<file path="src/rtl/instr_fetch_queue.sv">
// Instruction fetch front end.
// Issues sequential word fetches to a synchronous instruction memory, tags each
// grant with its PC, and buffers returned words in an in-order FIFO that decode
// drains with a valid/ready handshake. A redirect flushes the FIFO, restarts
// fetch at the new PC and turns every outstanding read into one to be dropped.
// Issue credit covers buffered + in-flight + to-be-dropped reads, so the FIFO
// can never overflow and the PC tag FIFO never holds more than DEPTH tags.
module instr_fetch_queue #(
   parameter int unsigned DEPTH    = 4,
   parameter logic [31:0] RESET_PC = 32'h0000_0000,
   parameter logic [31:0] NOP_WORD = 32'h0000_0013
) (
   input  logic        clk,
   input  logic        rst,
   output logic        imem_req,
   output logic [31:0] imem_addr,
   input  logic        imem_gnt,
   input  logic        imem_rvalid,
   input  logic [31:0] imem_rdata,
   input  logic        redirect,
   input  logic [31:0] redirect_pc,
   output logic        instr_valid,
   output logic [31:0] instr,
   output logic [31:0] instr_pc,
   input  logic        instr_ready
);

   localparam int unsigned AW = $clog2(DEPTH);
   localparam int unsigned CW = AW + 1;        // counters reach DEPTH inclusive
   localparam int unsigned SW = CW + 2;        // headroom for the credit sum
   localparam logic [SW-1:0] DEPTH_S = SW'(DEPTH);

   logic [31:0]   fetch_pc_q, fetch_pc_d;
   logic [CW-1:0] count_q, count_d;
   logic [CW-1:0] inflight_q, inflight_d;
   logic [CW-1:0] discard_q, discard_d;
   logic [AW-1:0] rd_ptr_q, rd_ptr_d;
   logic [AW-1:0] wr_ptr_q, wr_ptr_d;
   logic [AW-1:0] tag_rd_ptr_q, tag_rd_ptr_d;
   logic [AW-1:0] tag_wr_ptr_q, tag_wr_ptr_d;

   // Decode FIFO payload and the PC tags of outstanding reads.
   logic [31:0] word_mem [DEPTH];
   logic [31:0] pc_mem   [DEPTH];
   logic [31:0] tag_mem  [DEPTH];

   logic [SW-1:0] credit_used;
   logic          grant;
   logic          resp_drop;
   logic          resp_push;
   logic          pop;

   assign imem_addr   = fetch_pc_q;
   assign instr_valid = (count_q != '0);
   assign instr       = instr_valid ? word_mem[rd_ptr_q] : NOP_WORD;
   assign instr_pc    = instr_valid ? pc_mem[rd_ptr_q] : 32'h0000_0000;

   // Request gating and the per-cycle events derived from the handshakes.
   always_comb begin
      credit_used = SW'(count_q) + SW'(inflight_q) + SW'(discard_q);
      imem_req    = !rst && !redirect && (credit_used < DEPTH_S);
      grant       = imem_req && imem_gnt;
      // Stale responses are consumed first; a response in a redirect cycle is
      // also dropped, and the redirect arithmetic below accounts for it.
      resp_drop   = imem_rvalid && (discard_q != '0);
      resp_push   = imem_rvalid && !resp_drop && !redirect;
      pop         = instr_valid && instr_ready && !redirect;
   end

   // Next-state for fetch PC, FIFO bookkeeping and read accounting.
   always_comb begin
      fetch_pc_d   = fetch_pc_q;
      count_d      = count_q;
      inflight_d   = inflight_q;
      discard_d    = discard_q;
      rd_ptr_d     = rd_ptr_q;
      wr_ptr_d     = wr_ptr_q;
      tag_wr_ptr_d = tag_wr_ptr_q;
      tag_rd_ptr_d = tag_rd_ptr_q;

      // Tags follow memory order regardless of redirects: one in per grant,
      // one out per response whether that response is kept or dropped.
      if (grant) begin
         tag_wr_ptr_d = tag_wr_ptr_q + AW'(1);
      end
      if (imem_rvalid) begin
         tag_rd_ptr_d = tag_rd_ptr_q + AW'(1);
      end

      if (redirect) begin
         fetch_pc_d = redirect_pc & ~32'h0000_0003;
         count_d    = '0;
         rd_ptr_d   = '0;
         wr_ptr_d   = '0;
         // Everything still outstanding becomes stale, less the response
         // that completes (and is dropped) in this very cycle.
         discard_d  = discard_q + inflight_q - CW'(imem_rvalid);
         inflight_d = '0;
      end else begin
         if (grant) begin
            fetch_pc_d = fetch_pc_q + 32'd4;
         end
         inflight_d = inflight_q + CW'(grant) - CW'(resp_push);
         if (resp_drop) begin
            discard_d = discard_q - CW'(1);
         end
         if (resp_push) begin
            wr_ptr_d = wr_ptr_q + AW'(1);
         end
         if (pop) begin
            rd_ptr_d = rd_ptr_q + AW'(1);
         end
         count_d = count_q + CW'(resp_push) - CW'(pop);
      end
   end

   // Control state registers.
   always_ff @(posedge clk) begin
      if (rst) begin
         fetch_pc_q   <= RESET_PC;
         count_q      <= '0;
         inflight_q   <= '0;
         discard_q    <= '0;
         rd_ptr_q     <= '0;
         wr_ptr_q     <= '0;
         tag_rd_ptr_q <= '0;
         tag_wr_ptr_q <= '0;
      end else begin
         fetch_pc_q   <= fetch_pc_d;
         count_q      <= count_d;
         inflight_q   <= inflight_d;
         discard_q    <= discard_d;
         rd_ptr_q     <= rd_ptr_d;
         wr_ptr_q     <= wr_ptr_d;
         tag_rd_ptr_q <= tag_rd_ptr_d;
         tag_wr_ptr_q <= tag_wr_ptr_d;
      end
   end

   // Storage writes: tag on grant, word plus its tag on an accepted response.
   always_ff @(posedge clk) begin
      if (grant) begin
         tag_mem[tag_wr_ptr_q] <= fetch_pc_q;
      end
      if (resp_push) begin
         word_mem[wr_ptr_q] <= imem_rdata;
         pc_mem[wr_ptr_q]   <= tag_mem[tag_rd_ptr_q];
      end
   end

endmodule

</file>
<file path="config.mk">
export PLATFORM = sky130hd
export DESIGN_NAME = instr_fetch_queue
export DESIGN_NICKNAME = d
export VERILOG_FILES = /design/src/rtl/instr_fetch_queue.sv
export SDC_FILE = /design/constraint.sdc
export NUM_CORES = 1
export LEC_CHECK = 0
export CAP_MARGIN = 20
export CELL_PAD_IN_SITES_DETAIL_PLACEMENT = 0
export CELL_PAD_IN_SITES_GLOBAL_PLACEMENT = 1
export CORE_UTILIZATION = 30
export CTS_BUF_LIST = sky130_fd_sc_hd__clkbuf_4 sky130_fd_sc_hd__clkbuf_8
export CTS_CLUSTER_DIAMETER = 60
export CTS_CLUSTER_SIZE = 8
export DETAILED_ROUTE_END_ITERATION = 12
export GPL_TIMING_DRIVEN = 0
export PLACE_DENSITY = 0.63
export SYNTH_ARGS = -nofsm -noshare
export SYNTH_HDL_FRONTEND = slang
export SYNTH_SLANG_ARGS = --single-unit
export TNS_END_PERCENT = 30
</file>
<file path="constraint.sdc">
create_clock -name clk -period 5.55 [get_ports clk]
set_input_delay 1.3875 -clock clk [delete_from_list [all_inputs] [get_ports clk]]
set_output_delay 1.3875 -clock clk [all_outputs]
set_load 0.1 [all_outputs]
</file>
==> metrics.md <==
| Metric | Value |
|---|---|
| Outcome | complete, no violations |
| CP most frequent cell | clkbuf_1 |
| Slew Limit Headroom | 0.228 |
| Chip height | 238 µm |
| Hold Crit Class | flip-flop to flip-flop |
| Dpl cell area | 19,400 µm² |
| Synth warnings | 0 |
| Kind of end point of the critical path | output pin |
| Row cnt | 85 |
| Syn Area/Cell | 18.0 µm² |
| Final Hold Viols | 0 |
| Post-synth cell types | 51 |
| Port bufs | 160 |
| Critical Path Start Type | flip-flop |
| Area growth from synthesis to final layout | 23.5% |
| Post-synth top flop | edfxtp_1 |
| Clk pin slew, worst setup/hold paths | 70 ps |
| Unrepaired setup endpoints after global routing | no |
| First-pass GRT wire length | 61,500 µm |
| Worst EP required | 4160 ps |
| Final cell count without fillers | 1,926 |
| Final Cell Area | 20,600 µm² |
| Via count | 9,109 |
| Critical path fanouts, max | 10 |
| Commonest non-fill, non-tap cell in the layout | edfxtp_1 |
| Slowest stage cell, crit path | clkdlybuf4s50_1 |
| Max_cap viols | 0 |
| Die width | 238 µm |
| DP Worst Slack | 163 ps |
| 1st-iter DRT viols | 508 |
| Post-layout minimum cycle time | 5300 ps |
| Post-synthesis register bit count | 419 |
| Max clock buf depth | 3 |
| GP Congestion | 0.811 |
| Clk sinks | 419 |
| Setup Viol. Count Final | 0 |
| Number of synthesized flops with an enable pin | 368 |
| Most frequent cells in the layout | edfxtp_1 (368), clkdlybuf4s50_1 (156), mux4_2 (92) |
| Routed WL | 41,600 µm |
| Peak supply drop | 0.000154 V |
| Ys async rst share | 0 |
| Mapped Cells | 923 |
| Sequential fraction of the synthesis area | 0.725 |
| Vias/cell | 4.73 |
| DR DRC count | 0 |
| Vias in the first global route | 9,629 |
| Pleak | 6.46 nW |
| Final worst setup slack | 249 ps |
| Final ANT Viol Nets | 0 |
| GRT Util Overall | 0.149 |
| Mapped cell area | 16,700 µm² |
| Worst EP arrival | 3910 ps |
| Worst skew pair latency | 670 ps |
| Final core utilization | 0.379 |
| Initial antenna violation count | 2 |
| Nets | 1,253 |
| Num CTS Buffers | 59 |
| I/O pin count | 168 |
| Hold buffer count at CTS | 0 |
| Grt ovf | 0 |
| Share of layout cells above drive strength 1 | 0.193 |
| Placed Cells | 1,835 |
| Ant. Diodes | 0 |
| Largest net degree at the start of global routing | 44 |
| Pwr dens | 346 nW/µm² |
| TritonCTS clock tree | done |
| Initial core utilization | 0.306 |
| Root Driver | clkbuf_8 |
| Worst path cell trace | clkbuf_1 > clkbuf_1 > mux4_2 > nor2b_1 > clkdlybuf4s50_1 |
| Core area | 54,300 µm² |
| Max-slew violations | 0 |
| Fin crit share | 0.955 |
| H-tree depth | 2 |
| Die area | 56,500 µm² |
| Largest stage delay, worst path | 1180 ps |
| F_max | 189 MHz |
| Kind of critical path | flip-flop to output pin |
| Pre-antenna DRT Iters | 5 |
| Routed WL per cell | 21.6 µm |
| Worst Tran Pin Value | 1150 ps |
| Layout Skew | 52.3 ps |
| HPWL Detailed | 27,600 µm |
==> state kept, by name (all words and copies together), names as in the netlist, named ones only <==
| register | count |
|---|---|
| pc_mem | 120 |
| tag_wr_ptr_q | 2 |
| rd_ptr_q | 2 |
| wr_ptr_q | 2 |
| word_mem | 128 |
| tag_rd_ptr_q | 2 |
| imem_addr | 30 |
| count_q | 3 |
| inflight_q | 3 |
| discard_q | 3 |
| tag_mem | 120 |
==> area by class of cell <==
| type | count | area, µm² |
|---|---|---|
| Buffer | 42 | 208 |
| Clock buffer | 87 | 1020 |
| Clock inverter | 4 | 57.6 |
| Fill cell | 5097 | 33800 |
| Inverter | 26 | 97.6 |
| Multi-Input combinational cell | 438 | 4350 |
| Sequential cell | 419 | 12100 |
| Tap cell | 739 | 925 |
| Timing Repair Buffer | 171 | 1840 |
==> kinds of logic (layout without fill, tap and decap cells) <==
logic type	after synthesis	in the layout	share of synthesized area
other	1	4	0.000225
XOR/XNOR	13	13	0.00684
adder cells (fa/ha/maj)	26	26	0.0222
AND/OR/NAND/NOR	226	226	0.0732
AO/OA/AOI/OAI	72	72	0.0284
multiplexers	97	97	0.128
flip-flops	419	419	0.725
buffers and inverters	69	330	0.0168
==> path summary, 6_finish.rpt <==
kind / end / slack [ps] / cells after the start / from
worst max register to register: inflight_q[2] / 740 / 15 / count_q[1]
worst min-delay path: tag_wr_ptr_q[1] / 500 / 2 / tag_wr_ptr_q[1]
worst min register to register: tag_wr_ptr_q[1] / 500 / 2 / tag_wr_ptr_q[1]
worst max-delay path: instr[24] / 250 / 5 / flip-flop
==> through the flow <==
stage          hold slack, ps  TNS [ps]  total power [mW]
6_report                  501         0              7.12
5_1_grt                   535         0              7.40
4_1_cts                   503         0              7.24
3_5_place_dp              494         0              4.87
3_3_place_gp              480   -173390              4.85
2_1_floorplan             466         0              4.50
==> per-layer routing <==
metal	vias up	GRT usage	wire, µm
li1	4090	-	-
met1	4656	0.188	17700
met2	278	0.249	20300
met3	85	0.0291	2100
met4	0	0.0631	1510
met5	-	0	0
==> critical path: cells and delay by family, from the launching register on <==
family | cells | cell delay, ps
flops | 1 | 310
mux | 1 | 320
buf+inv | 3 | 2400
simple gates | 1 | 190
==> power breakdown <==
group	internal (mW)	total [mW]	switching [mW]
registers	3.59	3.67	0.0760
clock network	1.21	2.33	1.13
logic	0.362	1.12	0.754
==> cells in the mapped netlist (all sizes together) (11+ instances only) <==
master | count | area, µm²
a21oi | 15 | 75.1
a31oi | 17 | 106
and2 | 15 | 93.8
buf | 21 | 98.9
clkbuf | 22 | 82.6
dfxtp | 51 | 1020
edfxtp | 368 | 11100
ha | 20 | 250
inv | 26 | 97.6
mux4 | 92 | 2070
nand2 | 47 | 176
nand3 | 17 | 85.1
nand4 | 13 | 81.3
nor2 | 29 | 109
nor2b | 61 | 382
o21ai | 15 | 75.1
xnor2 | 11 | 96.3
==> repair_timing <==
item                       in CTS  in global routing
resized for setup              15                  0
setup endpoints to repair      41                  0
setup buffers                   0                  0
(Power assumes the default switching activity.)
